[src/rtl/seq_mult_param_if.sv]
// Operand/result bundle for the shift-add sequential multiplier.
// The producer side uses master; the multiplier itself uses slave.
interface seq_mult_param_if #(
    parameter int WIDTH = 4
);
    logic                   valid;
    logic                   signed_mode;
    logic [WIDTH-1:0]       A;
    logic [WIDTH-1:0]       B;
    logic                   ready;
    logic                   busy;
    logic [2*WIDTH-1:0]     prod;
    logic                   DONE;

    modport master (
        output valid, signed_mode, A, B,
        input  ready, busy, prod, DONE
    );

    modport slave (
        input  valid, signed_mode, A, B,
        output ready, busy, prod, DONE
    );
endinterface

[src/rtl/seq_mult_param.sv]
// Parametrised shift-add multiplier with optional two's-complement mode.
// It produces one partial product per clock and holds the last result.
module seq_mult_param #(
    parameter int WIDTH = 4
) (
    input  logic                 clk,
    input  logic                 rst,
    seq_mult_param_if.slave      bus
);

    localparam int CNT_W = (WIDTH > 2) ? $clog2(WIDTH) : 1;
    localparam logic [CNT_W-1:0] LAST = CNT_W'(WIDTH - 1);

    typedef enum logic {
        IDLE = 1'b0,
        RUN  = 1'b1
    } state_t;

    state_t               state_q, state_d;
    logic [WIDTH-1:0]     mcand_q, mcand_d;
    logic [WIDTH-1:0]     mplier_q, mplier_d;
    logic [2*WIDTH-1:0]   acc_q, acc_d;
    logic [CNT_W-1:0]     cnt_q, cnt_d;
    logic                 neg_q, neg_d;
    logic [2*WIDTH-1:0]   prod_q, prod_d;
    logic                 done_q, done_d;

    logic [WIDTH-1:0]     absA;
    logic [WIDTH-1:0]     absB;
    logic [2*WIDTH-1:0]   partial;
    logic [2*WIDTH-1:0]   accNext;

    always_ff @(posedge clk) begin
        if (!rst) begin
            state_q  <= IDLE;
            mcand_q  <= '0;
            mplier_q <= '0;
            acc_q    <= '0;
            cnt_q    <= '0;
            neg_q    <= 1'b0;
            prod_q   <= '0;
            done_q   <= 1'b0;
        end else begin
            state_q  <= state_d;
            mcand_q  <= mcand_d;
            mplier_q <= mplier_d;
            acc_q    <= acc_d;
            cnt_q    <= cnt_d;
            neg_q    <= neg_d;
            prod_q   <= prod_d;
            done_q   <= done_d;
        end
    end

    // -2^(W-1) negates to itself, which read as unsigned is exactly its magnitude.
    always_comb begin
        absA    = (bus.signed_mode && bus.A[WIDTH-1]) ? -bus.A : bus.A;
        absB    = (bus.signed_mode && bus.B[WIDTH-1]) ? -bus.B : bus.B;
        partial = {{WIDTH{1'b0}}, mcand_q} << cnt_q;
        accNext = acc_q + (mplier_q[0] ? partial : '0);

        state_d  = state_q;
        mcand_d  = mcand_q;
        mplier_d = mplier_q;
        acc_d    = acc_q;
        cnt_d    = cnt_q;
        neg_d    = neg_q;
        prod_d   = prod_q;
        done_d   = 1'b0;

        case (state_q)
            IDLE: begin
                if (bus.valid) begin
                    state_d  = RUN;
                    mcand_d  = absA;
                    mplier_d = absB;
                    neg_d    = bus.signed_mode & (bus.A[WIDTH-1] ^ bus.B[WIDTH-1]);
                    acc_d    = '0;
                    cnt_d    = '0;
                end
            end
            RUN: begin
                acc_d    = accNext;
                mplier_d = mplier_q >> 1;
                cnt_d    = cnt_q + CNT_W'(1);
                if (cnt_q == LAST) begin
                    prod_d  = neg_q ? -accNext : accNext;
                    done_d  = 1'b1;
                    state_d = IDLE;
                end
            end
            default: state_d = IDLE;
        endcase
    end

    always_comb begin
        bus.ready = (state_q == IDLE);
        bus.busy  = (state_q != IDLE);
        bus.prod  = prod_q;
        bus.DONE  = done_q;
    end

endmodule

[src/flat_wrapper.sv]
// flat-port wrapper written by rule: the top's interface ports become plain ports
module seq_mult_param_flat 
#(
    parameter int WIDTH = 4
)
  (clk, rst, bus_valid, bus_signed_mode, bus_A, bus_B, bus_ready, bus_busy, bus_prod, bus_DONE);
  seq_mult_param_if #(.WIDTH(WIDTH)) bus_i ();
  input  logic clk;
  input  logic rst;
  input wire logic [$bits(bus_i.valid)-1:0] bus_valid;
  input wire logic [$bits(bus_i.signed_mode)-1:0] bus_signed_mode;
  input wire logic [$bits(bus_i.A)-1:0] bus_A;
  input wire logic [$bits(bus_i.B)-1:0] bus_B;
  output wire logic [$bits(bus_i.ready)-1:0] bus_ready;
  output wire logic [$bits(bus_i.busy)-1:0] bus_busy;
  output wire logic [$bits(bus_i.prod)-1:0] bus_prod;
  output wire logic [$bits(bus_i.DONE)-1:0] bus_DONE;
  assign bus_i.valid = bus_valid;
  assign bus_i.signed_mode = bus_signed_mode;
  assign bus_i.A = bus_A;
  assign bus_i.B = bus_B;
  assign bus_ready = bus_i.ready;
  assign bus_busy = bus_i.busy;
  assign bus_prod = bus_i.prod;
  assign bus_DONE = bus_i.DONE;
  seq_mult_param #(.WIDTH(WIDTH)) u_core (.clk(clk), .rst(rst), .bus(bus_i));
endmodule
[config.mk]
export PLATFORM = sky130hd
export DESIGN_NAME = seq_mult_param_flat
export DESIGN_NICKNAME = d
export VERILOG_FILES = /design/src/rtl/seq_mult_param_if.sv /design/src/rtl/seq_mult_param.sv /design/src/flat_wrapper.sv
export SDC_FILE = /design/constraint.sdc
export NUM_CORES = 1
export LEC_CHECK = 0
export CORE_MARGIN = 2
export CORE_UTILIZATION = 50
export DETAILED_ROUTE_END_ITERATION = 10
export GPL_ROUTABILITY_DRIVEN = 0
export PLACE_DENSITY_LB_ADDON = 0.05
export REMOVE_ABC_BUFFERS = 1
export SYNTH_ARGS = -nofsm -noshare
export SYNTH_HDL_FRONTEND = slang
export SYNTH_SLANG_ARGS = --single-unit
[constraint.sdc]
create_clock -name clk -period 3 [get_ports clk]
set_input_delay 0.9 -clock clk [delete_from_list [all_inputs] [get_ports clk]]
set_output_delay 0.9 -clock clk [all_outputs]
set_load 0.01 [all_outputs]
-- After elaboration in Yosys (flattened, before gate mapping)
Index checks and enable logic that the tools add are counted.
- register bits: 29
- bits of input ports: 12
- output and inout port bits: 11
- logic and storage cells: 38
- add/subtract/negate cells: 5
- equality and inequality tests: 2
- shift-type cells: 1
- mux-type cells: 14
- bitwise logic cells: 3
- reduce and logical (&&, ||, !) cells: 5
- operators with widths (kind ; count):
    $mux 8 ; 3
    $pmux 8 s2 ; 1
    $mux 4 ; 3
    $add 8x8->8 ; 1
    $neg 4->4 ; 2
    $neg 8->8 ; 1
    $pmux 4 s2 ; 1
    $shl 4x2->8 ; 1
    $reduce_and 2->1 ; 3
    $pmux 2 s2 ; 1
    $mux 1 ; 3
    $add 2x1->2 const B ; 1
    $eq 2x2->1 const B ; 1
    $logic_and 1x1->1 ; 2
    $mux 2 ; 1
    $ne 2x2->1 const B ; 1
    $pmux 1 s2 ; 1
    $and 1x1->1 ; 1
    $not 1->1 ; 1
    $xor 1x1->1 ; 1

-- Logic depth before layout (Yosys ltp)
Gate-level depths: netlist of run 1.
- depth in word-level cells: 5
- mapped depth: 12
- mapped depth without buffers: 11

-- Worst setup path after synthesis of run 1
Ideal clock, no wire load.
- path kind: reg-to-reg
- start: register u_core.cnt_q[0]
- end: register u_core.prod_q[7], in the netlist u_core.bus.prod[7]
- setup time: 0.120 ns
- arrival time: 2.945 ns
- data required time: 2.880 ns
- slack: -0.066 ns
- stages on the path, launching flop included: 11
- path buffers: 1
- period minus slack after synthesis: 3.066 ns
- cells stage by stage: dfxtp_1 > clkbuf_1 > mux2_2 > o211a_1 > ha_1 > xor2_1 > or3_4 > or4_4 > o41ai_4 > a211o_1 > nand3_1
- word-level cells in the longest chain between the ends: 5
- elaborated cells between the ends (all ways): 7
- classes of those cells: 2 x add/sub; 1 x eq/ne; 1 x shift; 2 x mux; 1 x reduce/logical
- ends and longest elaborated chain (element ; RTL line ; RTL):
    start, declared ; seq_mult_param.sv:23 ; logic [CNT_W-1:0] cnt_q, cnt_d;
    start signal, assigned ; seq_mult_param.sv:48 ; cnt_q <= cnt_d;
    $shl 4x2->8 ; seq_mult_param.sv:59 ; partial = {{WIDTH{1'b0}}, mcand_q} << cnt_q;
    $mux 8 ; seq_mult_param.sv:60 ; accNext = acc_q + (mplier_q[0] ? partial : '0);
    $add 8x8->8 ; seq_mult_param.sv:60 ;
    $neg 8->8 ; seq_mult_param.sv:87 ; prod_d = neg_q ? -accNext : accNext;
    $mux 8 ; seq_mult_param.sv:87 ;
    end signal, assigned ; seq_mult_param.sv:50 ; prod_q <= prod_d;
    end, declared ; seq_mult_param.sv:25 ; logic [2*WIDTH-1:0] prod_q, prod_d;
Parallel ways exist; a longest one is shown, timed or not.
A chain may end at the register's enable or synchronous reset.

-- Final worst setup path of run 1
Same ends and word-level chain as after synthesis.

==> results of run 1 <==
==> power groups by stage <==
stage	clock network, mW	logic, mW	registers [mW]
final	0.417	0.122	0.411
after global routing	0.442	0.136	0.412
after CTS	0.426	0.120	0.410
after detailed placement	0	0.120	0.418
after global placement	0	0.116	0.418
after floorplan	0	0.0605	0.419
==> path summary, 6_finish.rpt <==
kind	startpoint	to	cells past startpoint
setup / recovery	u_core.cnt_q[0]	u_core.bus.prod[7]	9
hold / removal	u_core.bus.prod[1]	u_core.bus.prod[1]	2
setup reg to reg	u_core.cnt_q[0]	u_core.bus.prod[7]	9
hold reg to reg	u_core.bus.prod[1]	u_core.bus.prod[1]	2
==> worst reg2reg max path, stage by stage, from the launching register on <==
cell and delay, ns:
dfxtp_2 0.34, buf_4 0.15, mux2i_1 0.11, nor2_1 0.22, fa_2 0.52, or3_4 0.40
or4_4 0.55, o41ai_4 0.24, a211o_1 0.14, nand3_1 0.06
==> cell families (layout without fill, tap and decap cells) <==
family	count (synthesis)	count (layout)	share of synthesized area, %
compound gates	50	50	19.3
xor+xnor	9	9	4.29
fa+ha+maj	12	12	8.58
buf+inv	22	52	4.49
flops	29	29	31.6
mux	7	7	4.56
simple gates	92	92	27.2
==> metal layers <==
metal	vias up	track usage (%)
met4	0	9.31
li1	842	-
met5	-	0
met3	8	5.90
met1	781	23.8
met2	39	43.0
==> metrics by stage <==
stage	total power [mW]	worst slack [ns]
final	0.950	0.146
after global routing	0.990	0.0131
after CTS	0.956	0.0394
after detailed placement	0.538	0.0679
after global placement	0.534	0.121
after floorplan	0.479	0.0533
==> cells in the mapped netlist (all sizes together), types with 2 or more instances <==
cell type / count / area [sq um]
dfxtp: 29 / 581
nand2: 26 / 97.6
nor2b: 15 / 93.8
o21ai: 14 / 70.1
a21oi: 12 / 60.1
ha: 11 / 138
inv: 11 / 41.3
nand3: 11 / 55.1
nor2: 11 / 41.3
nor3b: 10 / 75.1
clkbuf: 9 / 33.8
xor2: 7 / 61.3
mux2i: 5 / 50.1
o211a: 5 / 50.1
or3: 5 / 36.3
a21boi: 4 / 30.0
nand2b: 4 / 25.0
a311oi: 3 / 32.5
o31ai: 3 / 22.5
a21o: 2 / 15.0
and2: 2 / 12.5
buf: 2 / 7.51
o211ai: 2 / 15.0
o41ai: 2 / 36.3
or2b: 2 / 16.3
xnor2: 2 / 17.5
==> what timing repair did <==
| action | 4_1_cts | 5_1_grt |
|---|---|---|
| endpoints found under the setup margin | 0 | 3 |
| gates resized for setup | 0 | 8 |
| setup buffers | 0 | 0 |
| hold buffers | 0 | 0 |
==> final cells by class <==
cell class | count | share of cell area [%]
flip-flops and latches | 29 | 25.2
well taps | 48 | 2.60
inverters | 11 | 1.78
repair buffers | 33 | 13.1
clock inverters | 1 | 1.30
clock buffers | 7 | 3.73
multi-input cells | 170 | 52.3
==> flip-flops by register name, summed over array words and instances, names as in the netlist <==
signal	cells
u_core.cnt_q	2
u_core.bus.DONE	1
u_core.bus.prod	8
u_core.mplier_q	4
u_core.acc_q	8
u_core.mcand_q	4
u_core.neg_q	1
u_core.bus.busy	1
==> results.sh, run 1 <==
export IMPL_critPathTopFamily="simple AND/OR/NAND/NOR gates"
export IMPL_route_met3_wl_um=139
export IMPL_final_core_util_pct=64.2
export IMPL_cellPowerDensity_mw_per_mm2=411
export IMPL_p_sw_share_pct=23.3
export IMPL_n_fill_cell=312
export IMPL_ios=23
export IMPL_synth_edf_count=0
export IMPL_slew_headroom_pct=64.2
export IMPL_final_common_cell="dfxtp_1"
export IMPL_worstPathArrival_ns=3.02
export IMPL_routed_wl_um=4320
export IMPL_hold_viol=0
export IMPL_routedWlPerCell_um=14.4
export IMPL_ir_worst_vdd_v=0.000285
export IMPL_clkPwrFrac_pct=43.9
export IMPL_avgSynthCellArea_sq_um=8.32
export IMPL_leakagePower_nw=0.955
export IMPL_max_stage_delay_ns=0.55
export IMPL_timing_max_cap_violations=0
export IMPL_rsz0062_at_grt="no"
export IMPL_grt_antenna_before_repair=0
export IMPL_synth_distinct_cells=43
export IMPL_dieArea_sq_mm=0.00418
export IMPL_rows=22
export IMPL_dp_cells=291
export IMPL_tritoncts="done"
export IMPL_grt_pass1_vias=1692
export IMPL_required_ns=3.17
export IMPL_drive_gt1_share_pct=13.1
export IMPL_grt_overflow_total=0
export IMPL_syn_area_sq_mm=0.00184
export IMPL_start_kind="register"
export IMPL_power_internal_uw=729
export IMPL_fin_cells=299
export IMPL_p_switching_uw=222
export IMPL_port_buffers=22
export IMPL_multiInputGateArea_sq_mm=0.00121
export IMPL_grt_start_max_net_pins=19
export IMPL_cts_clk_slew_worst_paths_ns=0.06
export IMPL_final_seq_area_sq_um=583
export IMPL_min_period_over_period_pct=95.1
export IMPL_clockRootBuffer="clkbuf_8"
export IMPL_final_cell_area_sq_mm=0.00231
export IMPL_vias=1670
export IMPL_cts_sinks=29
export IMPL_h_tree_depth=2
export IMPL_rrSetupSlack_ns=0.15
export IMPL_ys_async_sr_fraction_pct=0
export IMPL_cts_made_buffers=5
export IMPL_ys_flop_type="dfxtp_1"
export IMPL_p_seq_share_pct=43.2
export IMPL_cpMaxStageDelayCell="or4_4"
export IMPL_end_kind="register"
export IMPL_skew_ns=0.00595
export IMPL_crit_buf_inv=1
export IMPL_clock_latency_ns=0.28
export IMPL_yosys_warnings=0
export IMPL_initial_core_util_pct=51.0
export IMPL_met2RoutedLength_um=2290
export IMPL_synthCells=221
export IMPL_drtIter0Drc=55
export IMPL_ys_ff_latch=29
export IMPL_first_pass_iters=4
export IMPL_coreArea_sq_mm=0.00361
export IMPL_track_usage_pct=22.8
export IMPL_finalSetupTns_ns=0
export IMPL_ant_nets=0
export IMPL_top_layer="met4"
export IMPL_die_y_um=64.6
export IMPL_syn2layout_area_growth_pct=25.9
export IMPL_clock_path_buffers=2
export IMPL_clock_fmax_mhz=350
export IMPL_final_cell_mix="27 x dfxtp_1, 26 x nand2_1, 22 x clkdlybuf4s50_1"
export IMPL_drv_slew=0
export IMPL_pwr_share_comb_pct=12.9
export IMPL_nets=274
export IMPL_tightest_slew_ns=0.537
export IMPL_hpwl_um=3300
export IMPL_synth_seq_area_share_pct=31.6
export IMPL_critPathKind="register to register"
export IMPL_num_antenna_cells=0
export IMPL_vias_per_cell=5.59
export IMPL_grt_pass1_wl_um=7330
export IMPL_status="complete, no violations"
export IMPL_place_area_sq_mm=0.00216
export IMPL_die_w_um=64.6
export IMPL_cp_cell_sequence="buf_4 > mux2i_1 > nor2_1 > fa_2 > or3_4 > or4_4 > o41ai_4 > a211o_1 > nand3_1"
export IMPL_setup_viol=0
export IMPL_cp_max_fo=5
export IMPL_met1_length_um=1810
export IMPL_route_detailed_drc=0
export IMPL_hold_ws_ns=0.453
export IMPL_period_minus_slack_ns=2.85
export IMPL_min_path_type="register to register"
(Power assumes the default switching activity.)
==> run 2: changes to the inputs <==
Settings changed: SKIP_LAST_GASP set to 1.
==> results of run 2 <==
No change in the layout: final DEF, timing and power equal those of run 1.
==> run 3: changes to the inputs <==
Settings changed: CORE_UTILIZATION 50 to 45.
==> run 3 against run 2 <==
Net effect: via count down 2.6%; total power down 9.6%; wire length down 5.3%; cell count up 0.67%; combinational power about the same; die area up 10%; worst hold slack better by 0.0055 ns; critical path depth unchanged; clock skew up 0.0015 ns; fmax down 0.66%; critical path type unchanged.
==> results.sh, run 3 (same netlist as run 1, synthesis figures left out) <==
export IMPL_grt_antenna_before_repair=0
export IMPL_end_kind="register"
export IMPL_cpMaxStageDelayCell="or4_4"
export IMPL_skew_ns=0.00747
export IMPL_syn2layout_area_growth_pct=25.9
export IMPL_drive_gt1_share_pct=14.3
export IMPL_ir_worst_vdd_v=0.000246
export IMPL_reg2reg_depth=9
export IMPL_track_usage_pct=19.6
export IMPL_final_cell_mix="27 x dfxtp_1, 26 x nand2_1, 22 x clkdlybuf4s50_1"
export IMPL_fin_ws_ns=0.127
export IMPL_power_internal_uw=641
export IMPL_n_fill_cell=366
export IMPL_grt_overflow_total=0
export IMPL_worstHoldEndpoint="u_core.bus.prod[4]"
export IMPL_port_buffers=22
export IMPL_worstPathArrival_ns=3.04
export IMPL_coreArea_sq_mm=0.00397
export IMPL_clkPwrFrac_pct=38.1
export IMPL_cts_sinks=29
export IMPL_hold_viol=0
export IMPL_vias=1627
export IMPL_cellPowerDensity_mw_per_mm2=371
export IMPL_start_kind="register"
export IMPL_worstHoldPathCells=2
export IMPL_cts_made_buffers=5
export IMPL_die_w_um=67.9
export IMPL_min_path_type="register to register"
export IMPL_clockRootBuffer="clkbuf_8"
export IMPL_final_seq_area_sq_um=583
export IMPL_pwr_share_comb_pct=14.5
export IMPL_min_period_over_period_pct=95.8
export IMPL_r2r_end="u_core.bus.prod[7]"
export IMPL_hpwl_um=3130
export IMPL_clock_path_buffers=2
export IMPL_final_core_util_pct=58.3
export IMPL_tightest_slew_ns=0.470
export IMPL_grt_pass1_vias=1515
export IMPL_r2r_start="u_core.cnt_q[1]"
export IMPL_num_antenna_cells=0
export IMPL_dieArea_sq_mm=0.00461
export IMPL_p_sw_share_pct=25.4
export IMPL_nets=275
export IMPL_first_pass_iters=4
export IMPL_slew_headroom_pct=68.6
export IMPL_required_ns=3.16
export IMPL_critPathKind="register to register"
export IMPL_status="complete, no violations"
export IMPL_grt_pass1_wl_um=6760
export IMPL_leakagePower_nw=0.939
export IMPL_ios=23
export IMPL_grt_start_max_net_pins=24
export IMPL_initial_core_util_pct=46.3
export IMPL_cts_clk_slew_worst_paths_ns=0.06
export IMPL_drv_slew=0
export IMPL_die_y_um=67.9
export IMPL_route_detailed_drc=0
export IMPL_multiInputGateArea_sq_mm=0.00123
export IMPL_p_switching_uw=218
export IMPL_rows=23
export IMPL_h_tree_depth=2
export IMPL_dp_worst_setup_slack_ns=0.0875
export IMPL_rrSetupSlack_ns=0.13
export IMPL_cp_cell_sequence="nand2b_1 > nor2_1 > ha_2 > fa_2 > or3_4 > or4_4 > o41ai_4 > a211o_1 > nand3_1"
export IMPL_tritoncts="done"
export IMPL_hp_start="u_core.bus.prod[4]"
export IMPL_vias_per_cell=5.41
export IMPL_clock_latency_ns=0.28
export IMPL_routedWlPerCell_um=13.6
export IMPL_setup_viol=0
export IMPL_final_common_cell="dfxtp_1"
export IMPL_timing_max_cap_violations=0
export IMPL_ant_nets=0
export IMPL_cp_max_fo=4
export IMPL_period_minus_slack_ns=2.87
export IMPL_max_stage_delay_ns=0.55
export IMPL_p_seq_share_pct=47.5
export IMPL_routed_wl_um=4090
export IMPL_clock_fmax_mhz=348
export IMPL_drtIter0Drc=70
## run 3: area by class of cell
| class | count | area share (%) |
|---|---|---|
| Timing Repair Buffer | 34 | 13.4 |
| Clock buffer | 7 | 3.73 |
| Inverter | 11 | 1.78 |
| Tap cell | 50 | 2.70 |
| Sequential cell | 29 | 25.2 |
| Multi-Input combinational cell | 170 | 53.2 |
## run 3: power groups by stage
stage	Clock, mW	Sequential (mW)	Combinational (mW)
floorplan	0	0.419	0.0605
global placement	0	0.415	0.117
detailed placement	0	0.416	0.120
CTS	0.334	0.407	0.121
global route	0.353	0.409	0.138
finish	0.327	0.408	0.124
## run 3: metrics by stage
step	instances	hold slack, ns	power, mW	setup TNS (ns)	cell area, sq um
2_1_floorplan	210	0.466	0.479	0	1800
3_3_place_gp	292	0.442	0.532	0	2150
3_5_place_dp	292	0.450	0.536	0	2150
4_1_cts	299	0.468	0.862	0	2240
5_1_grt	301	0.491	0.900	-0.0158	2310
6_report	301	0.459	0.859	0	2310
## run 3: worst max path at each step
stage / from / end / slack, ns / depth (start not counted)
detailed placement: u_core.cnt_q[0] / u_core.bus.prod[7] / 0.09 / 10
global placement: u_core.cnt_q[0] / u_core.bus.prod[7] / 0.14 / 9
floorplan: u_core.cnt_q[0] / u_core.bus.prod[7] / 0.05 / 9
finish: u_core.cnt_q[1] / u_core.bus.prod[7] / 0.13 / 9
global route: u_core.cnt_q[1] / u_core.bus.prod[7] / -0.02 / 9
CTS: u_core.cnt_q[0] / u_core.bus.prod[7] / 0.07 / 10
## run 3: per-layer routing
metal	routed length (um)	up-vias	track usage, %
li1	-	835	-
met1	1860	768	23.9
met2	2090	22	34.4
met3	128	2	4.93
met4	15	0	4.50
met5	0	-	0
## run 3: worst max-delay path, delay by kind of cell (launching register included)
kind                     cells  cell delay (ns)
AND/OR/NAND/NOR              5             1.28
adder cells (fa/ha/maj)      2             0.67
AO/OA/AOI/OAI                2             0.46
flip-flops                   1             0.34
## run 3: timing repair
action                     in CTS  in global routing
hold buffers                    0                  0
setup buffers                   0                  2
setup endpoints to repair       0                  3
gates resized for setup         0                 12
